[config.mk]
export PLATFORM = sky130hd
export DESIGN_NAME = leopard_divide_bank
export DESIGN_NICKNAME = d
export VERILOG_FILES = /design/src/rtl/leopard_divide_bank.sv
export SDC_FILE = /design/constraint.sdc
export NUM_CORES = 1
export LEC_CHECK = 0
export BUFFER_PORTS_ARGS = -buffer_cell sky130_fd_sc_hd__buf_2
export CAP_MARGIN = 25
export CORE_MARGIN = 8
export CORE_UTILIZATION = 51
export DETAILED_ROUTE_END_ITERATION = 12
export GPL_TIMING_DRIVEN = 0
export PLACE_DENSITY = 0.78
export SLEW_MARGIN = 20
export SYNTH_ARGS = -nofsm -noshare
export SYNTH_HDL_FRONTEND = slang
export SYNTH_SLANG_ARGS = --single-unit
export TNS_END_PERCENT = 30
[constraint.sdc]
create_clock -name aclk -period 7.6 [get_ports aclk]
set_clock_uncertainty 0.1 [all_clocks]
set_input_delay 1.9 -clock aclk [delete_from_list [all_inputs] [get_ports aclk]]
set_output_delay 1.9 -clock aclk [all_outputs]
set_load 0.005 [all_outputs]
[src/rtl/leopard_divide_bank.sv]
// Multi-channel programmable clock divider for the PSG tone path.
// Each channel toggles a square-wave bit every (div+1) enabled ce cycles and pulses tick.
module leopard_divide_bank #(
    parameter int unsigned CHANNELS  = 4,
    parameter int unsigned DIV_WIDTH = 12,
    parameter int unsigned CHAN_W    = (CHANNELS > 1) ? $clog2(CHANNELS) : 1
) (
    input  logic                 aclk,
    input  logic                 areset,
    input  logic                 ce,
    input  logic [CHANNELS-1:0]  enable,
    input  logic [CHANNELS-1:0]  restart,
    input  logic                 wr_en,
    input  logic [CHAN_W-1:0]    wr_chan,
    input  logic [DIV_WIDTH-1:0] wr_data,
    output logic [CHANNELS-1:0]  state,
    output logic [CHANNELS-1:0]  tick
);

    localparam logic [CHAN_W:0] ChanCount = (CHAN_W+1)'(CHANNELS);

    logic wr_ok;

    // Out-of-range channel selects must not alias onto a real channel.
    assign wr_ok = wr_en && ({1'b0, wr_chan} < ChanCount);

    for (genvar g = 0; g < CHANNELS; g++) begin : g_chan
        logic [DIV_WIDTH-1:0] div_q, div_d;
        logic [DIV_WIDTH-1:0] cnt_q, cnt_d;
        logic                 state_q, state_d;
        logic                 tick_q, tick_d;
        logic                 wr_hit;

        assign wr_hit = wr_ok && (wr_chan == CHAN_W'(g));

        always_comb begin
            div_d   = wr_hit ? wr_data : div_q;
            cnt_d   = cnt_q;
            state_d = state_q;
            tick_d  = 1'b0;
            // Reloads use div_q so a same-cycle write only lands at the following reload.
            if (restart[g]) begin
                cnt_d   = div_q;
                state_d = 1'b0;
            end else if (enable[g] && ce) begin
                if (cnt_q != '0) begin
                    cnt_d = cnt_q - 1'b1;
                end else begin
                    cnt_d   = div_q;
                    state_d = ~state_q;
                    tick_d  = 1'b1;
                end
            end
        end

        always_ff @(posedge aclk or posedge areset) begin
            if (areset) begin
                div_q   <= '0;
                cnt_q   <= '0;
                state_q <= 1'b0;
                tick_q  <= 1'b0;
            end else begin
                div_q   <= div_d;
                cnt_q   <= cnt_d;
                state_q <= state_d;
                tick_q  <= tick_d;
            end
        end

        assign state[g] = state_q;
        assign tick[g]  = tick_q;
    end

endmodule

==> flow_summary.toml, run 1 <==
[synthesis]
yosysWarnings = 0
syn_area_um2 = 5488
synthAdderAreaFrac = 0.01824
synth_cell_types = 75
synth_compound_area_frac = 0.1760
syn_area_per_cell_um2 = 10.53
ys_async_sr_fraction = 1.000
netlist_instances = 521
synth_mux_area_frac = 0.1058
synthXorXnorAreaFrac = 0.003192
yosysSeqAreaShare = 0.4742
synth_simple_gate_area_share = 0.1765
synth_top_family_by_area = "simple AND/OR/NAND/NOR gates"
syn_nets = 555
ys_ff_latch = 104
synth_edf_count = 0
synth_flop_cell = "dfrtp_1"

[routing]
post_drt_wl_per_cell_um = 18.55
routed_wl_um = 13170
drtIter0Drc = 333
wl_met2_um = 6373
dr_total_vias = 4490
postRouteAntennaNets = 0
dr.pass1.iters = 5
top_layer = "met4"
wirelength_met1_um = 6020
via_per_inst = 6.324
drc = 0
route.met3.wl_um = 610

[cts]
clock_sinks = 104
cts_tree = "yes"
h-tree-depth = 3
insertion_delay_ns = 0.37
root_buffer = "clkbuf_8"
post-cts-setup-buffers = 0
cts_made_buffers = 9
max-clock-path-buffers = 2
cts.repair.resized = 0
holdBufCountCts = 0
clkSlewWorstSetupHoldPaths_ns = 0.10

[placed_design]
place_area_um2 = 5856
dpl.hpwl_um = 9442
gp_congestion = 0.8880
port_buffers = 32

[die]
die_area_um2 = 14340
io_pins = 34
initial_core_util = 0.5153
core_um2 = 10650
dieWidth_um = 119.7
die_h_um = 119.7
rows = 38

[run]
max-cap-violations = 0

[setup_path]
cp_num_buf_inv = 2
crit_required_ns = 7.76
start_kind = "input pin"
path_depth = 6
r2r_setup_slack_ns = 4.84
worst_path_max_delay_cell = "or4_1"
worstRegToRegCells = 7
reg2reg_from = "g_chan[1].cnt_q[0]"
crit_family = "simple AND/OR/NAND/NOR gates"
path_cells = "buf_2 -> clkbuf_1 -> nand2_1 -> or4_1 -> and3_2 -> a221o_1"
cp.arrival_ns = 3.69
cp_slowest_stage_delay_ns = 0.50
end_kind = "flop"
worstPathMaxFanout = 10
regToRegEndpoint = "g_chan[1].cnt_q[4]"
crit_type = "in -> reg"

[status]
status = "completed"

[pwr]
sequentialPowerShare = 0.535
power.total_uw = 1416
p_leak_uw = 0.002479
switching_share = 0.3341
p_int_uw = 943.2
p_sw_uw = 473.2
peakVddDrop_v = 0.0001115
p_clk_frac = 0.225
power.density_nw_per_um2 = 234.9
combPwrFrac = 0.241

[global_routing]
antenna_found_initial = 0
first_global_vias = 4417
grt_max_degree = 69
grt_use_total = 0.1872
grt_pass1_wl_um = 21980
grt_overflow_total = 0

[timing]
rsz0062_at_grt = "false"
finalSetupViolations = 0
finalCritPeriodShare = 0.4636
hold_viol = 0
fmax_mhz = 283.8
slew-limit-headroom = 0.3543
maxSlewViolCount = 0
fin_setup_tns_ns = 0
tightest_slew_ns = 0.9664
finalCriticalPeriod_ns = 3.524

[worst_hold_path]
holdPathStages = 1
hp-class = "reg -> reg"
whs_endpoint = "g_chan[1].div_q[5]"
worstHoldStart = "g_chan[1].div_q[5]"

[layout]
layout_common_cells = "dfrtp_1 (104), mux2_2 (48), buf_2 (33), nand2_1 (30), inv_1 (24)"
drive_gt1_frac = 0.2175
final_core_util = 0.5663
nNetsFinal = 599
diodes = 0
layout_commonest_cell = "dfrtp_1"
stdcell_area_um2 = 6031
areaGrowthSynthToFinish_pct = 9.895
[worst max path at each step]
| stage | startpoint | to |
|---|---|---|
| 4_1_cts | ce | g_chan[0].cnt_q[9] |
| 5_1_grt | ce | g_chan[0].cnt_q[9] |
| 3_3_place_gp | areset | g_chan[3].state_q |
| 3_5_place_dp | ce | g_chan[3].cnt_q[6] |
| 6_report | ce | g_chan[3].cnt_q[6] |
| 2_1_floorplan | areset | g_chan[0].cnt_q[0] |
[power by group through the flow]
stage | logic (µW) | registers [µW] | clock network [µW]
CTS | 339 | 754 | 325
floorplan | 265 | 734 | 0
detailed placement | 337 | 765 | 0
global route | 379 | 773 | 348
global placement | 321 | 759 | 0
finish | 341 | 758 | 318
[per-layer routing]
layer  vias up  GRT usage
met5         -          0
li1       2075          -
met4         0    0.05621
met1      2265     0.2481
met2       135     0.3053
met3        15    0.03570
[state kept, by name (all words and copies together) (netlist names)]
signal and cells:
g_chan.cnt_q 48, g_chan.div_q 48, g_chan.tick_q 4, g_chan.state_q 4
[cells in the mapped netlist, drive strengths merged, types with 6 or more instances]
cell type,number,share of area
a21oi,22,0.020
a2bb2oi,7,0.011
a31oi,6,0.0068
and3,7,0.0082
buf,15,0.017
clkbuf,16,0.011
dfrtp,104,0.47
ha,8,0.018
inv,25,0.017
mux2,48,0.098
nand2,30,0.021
nand3,21,0.019
nand4,6,0.0068
nand4b,6,0.0096
nor2,22,0.015
nor3,19,0.017
nor4,14,0.022
o21ai,22,0.020
o311ai,8,0.013
or4,10,0.014
[per-stage QoR]
step	cells	hold slack [ns]	worst slack [ns]
2_1_floorplan	521	0.3507	2.868
3_3_place_gp	693	0.3717	1.668
3_5_place_dp	694	0.3853	3.677
4_1_cts	710	0.4067	4.068
5_1_grt	710	0.4289	3.981
6_report	710	0.4042	4.076
[layout make-up]
class / instances / area, µm²
buffer: 31 / 155.1
inverter: 26 / 102.6
fill: 949 / 4619
clock inverter: 4 / 30.03
multi-input combinational: 360 / 2633
clock buffer: 12 / 145.1
sequential: 104 / 2603
tap: 140 / 175.2
timing repair buffer: 33 / 187.7
[cells by family (layout without fill, tap and decap cells)]
group	after synthesis	count (layout)
AND/OR/NAND/NOR	167	167
AO/OA/AOI/OAI	131	131
flip-flops	104	104
buffers and inverters	57	106
multiplexers	52	52
adder cells (fa/ha/maj)	8	8
XOR/XNOR	2	2
No activity file was read; power rests on OpenSTA's default activity.
==> inputs of run 2 (changes only) <==
--- a/config.mk
+++ b/config.mk
@@ -5,6 +5,7 @@
 export SDC_FILE = /design/constraint.sdc
 export NUM_CORES = 1
 export LEC_CHECK = 0
+export ABC_AREA = 1
 export BUFFER_PORTS_ARGS = -buffer_cell sky130_fd_sc_hd__buf_2
 export CAP_MARGIN = 25
 export CORE_MARGIN = 8
==> constraint.sdc (replaced) <==
create_clock -name aclk -period 3.6 [get_ports aclk]
set_clock_uncertainty 0.1 [all_clocks]
set_input_delay 0.9 -clock aclk [delete_from_list [all_inputs] [get_ports aclk]]
set_output_delay 0.9 -clock aclk [all_outputs]
set_load 0.005 [all_outputs]
==> run 2 against run 1 <==
Net effect: first-iteration DRC count down 6.9%; cell count up 42%; critical path depth down 4; worst setup slack worse by 2.5 ns; clock power rose to 2.9 times the previous value; largest cell class unchanged.
==> flow_summary.toml, run 2 <==
[synthesis]
synth_top_area_frac = 0.4481
synth.area.top_cells = "dfrtp_1 (45%), nand2_1 (19%), inv_1 (7.0%), nand3_1 (6.6%), o21ai_0 (5.6%)"
syn_area_um2 = 5808
yosysWarnings = 0
synth_flop_cell = "dfrtp_1"
netlist_instances = 812
yosysSeqAreaShare = 0.4481
synth_edf_count = 0
synth.most_common_cell = "nand2_1"
ys_async_sr_fraction = 1.000
synth_common_cells = "nand2_1 (290), inv_1 (108), dfrtp_1 (104), nand3_1 (77), o21ai_0 (65)"
synth_area_leader_cell = "dfrtp_1"
syn_area_per_cell_um2 = 7.153
synth_cell_types = 31
ys_ff_latch = 104
syn_nets = 846

[routing]
drc = 0
postRouteAntennaNets = 0
dr_total_vias = 5103
via_per_inst = 5.068
drtIter0Drc = 310
routed_wl_um = 13240
post_drt_wl_per_cell_um = 13.15
dr.pass1.iters = 4

[pwr]
peakVddDrop_v = 0.0004228
p_sw_uw = 1153
power.density_nw_per_um2 = 510.3
switching_share = 0.3481
power.total_uw = 3311
combPwrFrac = 0.248
sequentialPowerShare = 0.470
p_clk_frac = 0.282
p_leak_uw = 0.003463
p_int_uw = 2159

[die]
core_um2 = 11270
io_pins = 34
initial_core_util = 0.5153
die_h_um = 122.7
die_area_um2 = 15060
rows = 39
dieWidth_um = 122.7

[cts]
h-tree-depth = 3
cts.repair.resized = 0
insertion_delay_ns = 0.35
clkSlewWorstSetupHoldPaths_ns = 0.07
cts_made_buffers = 9
post-cts-setup-buffers = 0
cts_tree = "yes"
root_buffer = "clkbuf_16"
max-clock-path-buffers = 2
clock_sinks = 104
holdBufCountCts = 0

[timing]
fin_setup_tns_ns = 0
maxSlewViolCount = 0
finalCriticalPeriod_ns = 1.990
fmax_mhz = 502.6
hold_viol = 0
tightest_slew_ns = 0.4866
rsz0062_at_grt = "false"
finalCritPeriodShare = 0.5527
whs_ns = 0.3851
slew-limit-headroom = 0.6756
finalSetupViolations = 0

[worst_hold_path]
hp-class = "reg -> reg"

[run]
max-cap-violations = 0

[global_routing]
grt_pass1_wl_um = 23050
grt_max_degree = 34
grt_use_total = 0.1908
antenna_found_initial = 0
first_global_vias = 5000
grt_overflow_total = 0

[setup_path]
start_kind = "flop"
crit_family = "flip-flops"
worst_path_max_delay_cell = "dfrtp_1"
worstPathMaxFanout = 3
crit_required_ns = 2.60
crit_type = "reg -> out"
end_kind = "output port"
cp_num_buf_inv = 2
cp.arrival_ns = 0.99
cp_slowest_stage_delay_ns = 0.40
path_cells = "buf_4 -> buf_2"

[layout]
layout_common_cells = "nand2_1 (290), inv_1 (107), dfrtp_1 (104), nand3_1 (77), o21ai_0 (65)"
nNetsFinal = 893
fin_cells = 1007
drive_gt1_frac = 0.1134
reg_top3 = "g_chan.cnt_q: 48 flops, g_chan.div_q: 48 flops"
final_core_util = 0.5756
layout_commonest_cell = "nand2_1"
areaGrowthSynthToFinish_pct = 11.72
diodes = 0

[placed_design]
dpl.hpwl_um = 9617
port_buffers = 33
dp_cells = 991
gp_congestion = 0.9041

[status]
status = "completed"
==> run 2: through the flow <==
step	setup WS (ns)	instance area, µm²
2_1_floorplan	1.354	5812
3_3_place_gp	0.6174	6156
3_5_place_dp	1.288	6216
4_1_cts	1.595	6489
5_1_grt	1.492	6489
6_report	1.610	6489
==> run 2: tightest hold or removal path, cell delays in order, from the launching register on <==
cell and delay, ns:
dfrtp_1 0.35, nand2_1 0.05, o21ai_0 0.05
==> run 2: logic make-up (layout without fill, tap and decap cells) <==
kind of cell | count (synthesis) | after routing | share of synthesized area
AO/OA/AOI/OAI | 84 | 84 | 0.07389
AND/OR/NAND/NOR | 468 | 468 | 0.3466
adder cells (fa/ha/maj) | 8 | 8 | 0.01723
XOR/XNOR | 7 | 7 | 0.01056
flip-flops | 104 | 104 | 0.4481
buffers and inverters | 141 | 193 | 0.1036
==> run 2: power by group through the flow <==
stage          combinational, µW  clock (µW)  sequential [µW]
6_report                     822         934             1560
5_1_grt                      970         988             1580
4_1_cts                      830         944             1550
3_5_place_dp                 825           0             1570
3_3_place_gp                 791           0             1570
2_1_floorplan                654           0             1520
==> run 2: per-layer routing <==
metal	GRT usage	routed length, µm	up-vias
li1	-	-	2613
met1	0.2505	6197	2378
met2	0.3129	6281	102
met3	0.04646	643	10
met4	0.04189	118	0
met5	0	0	-
==> run 2: layout make-up <==
class / instances / area, µm²
Multi-Input combinational cell: 567 / 2604
Sequential cell: 104 / 2603
Clock buffer: 10 / 229.0
Inverter: 113 / 427.9
Tap cell: 143 / 178.9
Fill cell: 1056 / 4783
Timing Repair Buffer: 36 / 225.2
Clock inverter: 6 / 43.79
Buffer: 28 / 177.7
==> run 2: path summary, 6_finish.rpt <==
check                                   start             endpoint  slack, ns  depth (start not counted)
max in group asynchronous              areset   g_chan[1].cnt_q[1]       2.00                          5
min reg2reg                g_chan[2].div_q[4]   g_chan[2].div_q[4]       0.39                          2
min                        g_chan[2].div_q[4]   g_chan[2].div_q[4]       0.39                          2
max                         g_chan[2].state_q             state[2]       1.61                          2
max reg2reg                g_chan[2].cnt_q[0]  g_chan[2].cnt_q[11]       1.90                         10
min in group asynchronous              areset   g_chan[2].cnt_q[2]       0.45                          2
